[config.mk]
export PLATFORM = sky130hd
export DESIGN_NAME = dac_sample_pacer
export DESIGN_NICKNAME = d
export VERILOG_FILES = /design/src/rtl/dac_sample_pacer.sv
export SDC_FILE = /design/constraint.sdc
export NUM_CORES = 1
export LEC_CHECK = 0
export ABC_CLOCK_PERIOD_IN_PS = 3900
export CORE_UTILIZATION = 55
export CTS_CLUSTER_DIAMETER = 80
export DETAILED_ROUTE_END_ITERATION = 10
export PLACE_DENSITY_LB_ADDON = 0.15
export SLEW_MARGIN = 20
export SYNTH_ARGS = -nofsm -noshare
export SYNTH_HDL_FRONTEND = slang
export SYNTH_SLANG_ARGS = --single-unit
[constraint.sdc]
create_clock -name CLK -period 3.9 [get_ports CLK]
set_input_delay 1.17 -clock CLK [delete_from_list [all_inputs] [get_ports CLK]]
set_output_delay 1.17 -clock CLK [all_outputs]
set_load 0.03 [all_outputs]
[src/rtl/dac_sample_pacer.sv]
// Paces core-produced samples out to the DAC at a programmable uniform rate.
// A small FIFO prefills to half depth, then one sample is released per tick; starvation holds dac_d.
module dac_sample_pacer #(
    parameter int DATA_W = 10,
    parameter int DEPTH  = 8,
    parameter int DIV_W  = 16
) (
    input  logic                   CLK,
    input  logic                   reset,
    input  logic [DATA_W-1:0]      in_data,
    input  logic                   in_valid,
    output logic                   in_ready,
    input  logic                   enable,
    input  logic [DIV_W-1:0]       rate_div,
    input  logic                   clear_flags,
    output logic [DATA_W-1:0]      dac_d,
    output logic                   dac_strobe,
    output logic [$clog2(DEPTH):0] level,
    output logic                   underflow,
    output logic                   overflow
);
    localparam int PTR_W = $clog2(DEPTH);
    localparam int LVL_W = PTR_W + 1;
    localparam logic [LVL_W-1:0] FULL_LVL  = LVL_W'(DEPTH);
    localparam logic [LVL_W-1:0] PRIME_LVL = LVL_W'(DEPTH / 2);

    typedef enum logic [1:0] {
        IDLE,
        PRIME,
        RUN
    } state_t;

    state_t             state_q;
    logic [PTR_W-1:0]   wr_ptr_q;
    logic [PTR_W-1:0]   rd_ptr_q;
    logic [LVL_W-1:0]   level_q;
    logic [DIV_W-1:0]   cnt_q;
    logic [DATA_W-1:0]  dac_d_q;
    logic               strobe_q;
    logic               underflow_q;
    logic               overflow_q;
    logic [DATA_W-1:0]  mem_q [DEPTH];

    logic push;
    logic tick;
    logic pop;
    logic underflow_set;
    logic overflow_set;

    assign in_ready      = (level_q < FULL_LVL);
    assign push          = in_valid && in_ready;
    assign overflow_set  = in_valid && !in_ready;
    // Dropping enable takes priority over a tick that would land on the same edge.
    assign tick          = (state_q == RUN) && enable && (cnt_q >= rate_div);
    assign pop           = tick && (level_q != '0);
    assign underflow_set = tick && (level_q == '0);

    always_ff @(posedge CLK) begin
        if (push) begin
            mem_q[wr_ptr_q] <= in_data;
        end
    end

    always_ff @(posedge CLK or posedge reset) begin
        if (reset) begin
            state_q     <= IDLE;
            wr_ptr_q    <= '0;
            rd_ptr_q    <= '0;
            level_q     <= '0;
            cnt_q       <= '0;
            dac_d_q     <= '0;
            strobe_q    <= 1'b0;
            underflow_q <= 1'b0;
            overflow_q  <= 1'b0;
        end else begin
            strobe_q <= 1'b0;
            if (push) begin
                wr_ptr_q <= wr_ptr_q + 1'b1;
            end
            if (pop) begin
                rd_ptr_q <= rd_ptr_q + 1'b1;
                dac_d_q  <= mem_q[rd_ptr_q];
                strobe_q <= 1'b1;
            end
            level_q     <= level_q + LVL_W'(push) - LVL_W'(pop);
            underflow_q <= underflow_set | (underflow_q & ~clear_flags);
            overflow_q  <= overflow_set | (overflow_q & ~clear_flags);

            case (state_q)
                IDLE: begin
                    cnt_q <= '0;
                    if (enable) begin
                        state_q <= PRIME;
                    end
                end
                PRIME: begin
                    cnt_q <= '0;
                    if (!enable) begin
                        state_q <= IDLE;
                    end else if (level_q >= PRIME_LVL) begin
                        state_q <= RUN;
                    end
                end
                RUN: begin
                    if (!enable) begin
                        state_q <= IDLE;
                        cnt_q   <= '0;
                    end else if (tick) begin
                        cnt_q <= '0;
                    end else begin
                        cnt_q <= cnt_q + 1'b1;
                    end
                end
                default: begin
                    state_q <= IDLE;
                    cnt_q   <= '0;
                end
            endcase
        end
    end

    assign dac_d      = dac_d_q;
    assign dac_strobe = strobe_q;
    assign level      = level_q;
    assign underflow  = underflow_q;
    assign overflow   = overflow_q;

endmodule
==> results.md <==
- The number of antenna diodes in the final layout is 0.
- In the synthesized netlist, the number of instances is between 300 and 400.
- In the finished design, the share of the clock period the worst path needs comes to 86.64%.
- The worst hold path begins at state_q[1].
- The number of port buffers is 48.
- After legalization and detailed placement, the total HPWL measured between 6 and 7 mm.
- The classification of the worst-slack hold path is reg -> reg.
- The portion of synthesized area spent on multiplexers is between 10% and 20%.
- The number of flip-flops and latches in the synthesized netlist is between 100 and 150.
- Across the VDD grid, the largest voltage drop is ~0.44 mV.
- For this run the aggregate overflow at the end of global routing stands at 0.
- In this run the critical register-to-register path is launched from cnt_q[0].
- The total power consumption of the routed design is around 3800 uW.
- The H-tree was split into 4 levels.
- The required time of the worst setup path is roughly 4.3 ns.
- The worst setup path is captured at a flop.
- Of the total synthesized cell area, the portion taken by full adders, half adders and majority gates is ~6.3%.
- The Yosys step of the flow raised 0 warnings.
- After synthesis the cells add up to between 0.005 and 0.006 mm^2.
- Cells with a size suffix above 1 make up 21.65% of the layout.
- The number of DRC markers after the initial detailed-route iteration is 160.
- Dividing the detail-routed wire length by the instance count gives about 17 um.
- At the pin with the least slew margin, the transition time is 0.9507 ns.
- The CTS clock-pin slew for the worst setup and hold paths is about 0.06 ns.
- The number of buffers inserted during clock tree synthesis is 17.
- The hold violation total from the final report is 0.
- Summing the areas of all and, or, nand and nor instances in the mapped netlist gives 6.461% of the synthesized area.
- For flop-to-flop paths, the worst setup slack is approximately 1.1 ns.
- By area, the combinational part of the netlist is dominated by multiplexers.
- STA classifies the critical path startpoint as an input port.
- The die is 100.2 um tall.
- The final estimated routing congestion in global placement is roughly 0.76.
- The die footprint is roughly 0.01 mm^2.
- The power density of the placed cells is 565.3 mW/mm^2.
- The post-synth net total is 395.
- Across the run, the number of max-cap violations was 0.
- The number of placement rows is 35.
- The final layout contains about 470 nets.
- The total global routing track utilization is 21.40%.
- Entering global routing, the biggest net connects 24 pins.
- The worst pin sits at a relative slew slack of roughly 37%.
- The average instance area after synthesis is 15.70 um^2.
- The initial antenna violation count is 0.
- The first element of the critical path is rate_div[0].
- The number of detailed-route iterations in the first pass is 4.
- The data arrival at the endpoint of the critical path is ~3.8 ns.
- The cell chosen for the clock root is sky130_fd_sc_hd__clkbuf_8.
- In the routed design, unresolved DRC markers number 0.
- The highest net fanout along the worst path is 2.
- For hold timing, the worst endpoint is state_q[0].
- The leakage power summed over all cells is between 0.002 and 0.003 uW.
- Setup violations remaining at the end of the flow were counted as 0.
- Cells fill a little under three quarters of the core in the end.
- Buffers inserted to repair hold after CTS numbered 0.
- The clock reaches the later pin of the worst-skew pair after ~0.51 ns.
- The synthesized netlist devotes 2.806% of its cell area to compound gates.
- Summing the areas of all xor and xnor instances in the mapped netlist gives roughly 3.3% of the synthesized area.
- Wires add up to about 9.4 mm.
- Gates resized during post-CTS repair numbered 0.
- For this run, the top clock speed supported by timing is a little under 0.3 GHz.
- The final critical-path required period is 3.379 ns.
- Sorting the synthesized cells by area gives the leading types as sky130_fd_sc_hd__edfxtp_1, sky130_fd_sc_hd__dfrtp_1, sky130_fd_sc_hd__mux4_2.
- The via density per instance is about 5.3.
- The number of distinct standard cells referenced by the synthesized netlist is 36.
- The worst flop-to-flop path endpoint is level[2].
- The global-route wire length before repair is roughly 15 mm.
- The I/O pin count is 49.
- The area growth from synthesis to layout is 25.56%.
- After synthesis, the largest area contributor takes up between 40 and 50% of total cell area.
- The die boundary width is ~100 um.
- The number of nets with antenna violations after detailed routing is 0.
- The critical path class is in -> reg.
- The flow ran to the end, and the final reports show no timing, DRC or antenna violations.
- The routed layout has between 2000 and 3000 vias.
- The effective utilization at floorplan is between 50% and 60%.
- Summing the sequential cell areas from Yosys gives roughly 65% of the chip area.
- TritonCTS built the clock tree.
- The biggest area contributor in the post-synthesis netlist is sky130_fd_sc_hd__edfxtp_1.
- The final count of pins violating max slew is 0.
- The post-CTS setup buffer count is 0.
- Setup repair after global routing left no endpoint under its margin.
- The maximum clock skew at final layout is 0.005877 ns.
- The worst register-to-register path has a depth of 11.
- The worst-case clock buffer depth is 2.
- The number of sinks driven by the clock tree is roughly 120.
- The area of the core region is 0.009284 mm^2.
- Counting instances, the worst hold path has a depth of 1.
- The via count of the first global-routing pass is 3017.
-- per-stage QoR --
stage	std cells	setup WS, ns	hold slack, ns	setup TNS (ns)	cell area [um^2]
6_report	554	0.5211	0.4497	0	6663
2_1_floorplan	338	0.2277	0.4243	0	5306
4_1_cts	554	0.5312	0.4557	0	6663
5_1_grt	554	0.4221	0.4654	0	6663
3_5_place_dp	522	-0.02255	0.4479	-0.02255	6016
3_3_place_gp	522	0.03213	0.4354	0	6016
-- sequential cells by signal (all words and copies together) (netlist names) --
| register | flops |
|---|---|
| mem_q | 80 |
| cnt_q | 16 |
| dac_d | 10 |
| level | 4 |
| rd_ptr_q | 3 |
| wr_ptr_q | 3 |
| state_q | 2 |
| dac_strobe | 1 |
| overflow | 1 |
| underflow | 1 |
-- how the worst max path moves through the flow --
stage	endpoint
2_1_floorplan	level[2]
3_5_place_dp	level[2]
4_1_cts	level[2]
3_3_place_gp	level[2]
5_1_grt	level[3]
6_report	level[2]
-- layout by cell type (no fill, tap or decap), types with 2 or more instances in the layout --
cell | Yosys | final
sky130_fd_sc_hd__a211oi_1 | 2 | 2
sky130_fd_sc_hd__a21oi_1 | 9 | 9
sky130_fd_sc_hd__a22o_1 | 2 | 2
sky130_fd_sc_hd__and3_1 | 2 | 2
sky130_fd_sc_hd__buf_4 | 0 | 14
sky130_fd_sc_hd__bufinv_16 | 0 | 5
sky130_fd_sc_hd__clkbuf_16 | 0 | 16
sky130_fd_sc_hd__clkbuf_8 | 0 | 2
sky130_fd_sc_hd__clkdlybuf4s50_1 | 0 | 48
sky130_fd_sc_hd__clkinv_1 | 0 | 2
sky130_fd_sc_hd__clkinv_4 | 0 | 2
sky130_fd_sc_hd__clkinvlp_4 | 0 | 4
sky130_fd_sc_hd__dfrtp_1 | 41 | 41
sky130_fd_sc_hd__edfxtp_1 | 80 | 80
sky130_fd_sc_hd__ha_1 | 25 | 25
sky130_fd_sc_hd__inv_1 | 30 | 29
sky130_fd_sc_hd__inv_6 | 0 | 2
sky130_fd_sc_hd__mux2_2 | 14 | 14
sky130_fd_sc_hd__mux2_4 | 8 | 8
sky130_fd_sc_hd__mux4_2 | 20 | 20
sky130_fd_sc_hd__nand2_1 | 11 | 11
sky130_fd_sc_hd__nand2b_1 | 3 | 3
sky130_fd_sc_hd__nand3_1 | 8 | 8
sky130_fd_sc_hd__nand4_1 | 3 | 3
sky130_fd_sc_hd__nor2_1 | 27 | 27
sky130_fd_sc_hd__nor2b_1 | 4 | 4
sky130_fd_sc_hd__nor3_1 | 5 | 5
sky130_fd_sc_hd__nor3b_1 | 2 | 2
sky130_fd_sc_hd__o21ai_0 | 4 | 4
sky130_fd_sc_hd__xnor2_1 | 10 | 10
sky130_fd_sc_hd__xor2_1 | 10 | 10
-- area by class of cell --
cell class              instances  area [um^2]
clock buffers                  18        427.9
repair buffers                 62        585.6
well taps                     129        161.4
clock inverters                14        219.0
multi-input cells             180         1728
inverters                      30        112.6
fillers                       639         2621
flip-flops and latches        121         3428
-- report_power, final --
| part | switching (uW) | internal, uW |
|---|---|---|
| clock | 562 | 1120 |
| combinational | 280 | 222 |
| sequential | 69.9 | 1510 |
| total | 912 | 2850 |
-- critical path: stages --
cell,delay [ns]
sky130_fd_sc_hd__clkdlybuf4s50_1,0.41
sky130_fd_sc_hd__ha_1,0.29
sky130_fd_sc_hd__nand2b_4,0.13
sky130_fd_sc_hd__a2111o_1,0.41
sky130_fd_sc_hd__a32oi_2,0.22
sky130_fd_sc_hd__a21oi_2,0.10
sky130_fd_sc_hd__ha_1,0.28
sky130_fd_sc_hd__inv_1,0.04
sky130_fd_sc_hd__ha_1,0.19
sky130_fd_sc_hd__fa_1,0.38
sky130_fd_sc_hd__xor2_1,0.17
-- cells in the mapped netlist, drive strengths merged --
cell / number
edfxtp: 80
dfrtp: 41
inv: 30
nor2: 27
ha: 25
mux2: 22
mux4: 20
nand2: 11
a21oi: 10
xnor2: 10
xor2: 10
nand3: 8
nor3: 5
buf: 4
nand2b: 4
nand4: 4
nor2b: 4
o21ai: 4
clkbuf: 3
a211oi: 2
a22o: 2
and3: 2
nor3b: 2
a2111o: 1
a21o: 1
a32oi: 1
fa: 1
nor4: 1
o21a: 1
or2: 1
or3: 1
-- kinds of logic after synthesis --
family                   Yosys count
AND/OR/NAND/NOR                   70
adder cells (fa/ha/maj)           26
XOR/XNOR                          20
multiplexers                      42
buffers and inverters             37
flip-flops                       121
AO/OA/AOI/OAI                     22
-- routing by layer --
metal	routed length, um	up-vias	GRT usage [%]
met5	0	-	0
met4	118	0	7.023
met3	570	11	6.825
met2	4507	91	33.30
met1	4249	1465	28.90
li1	-	1396	-
Power figures use the tool's default switching activity.
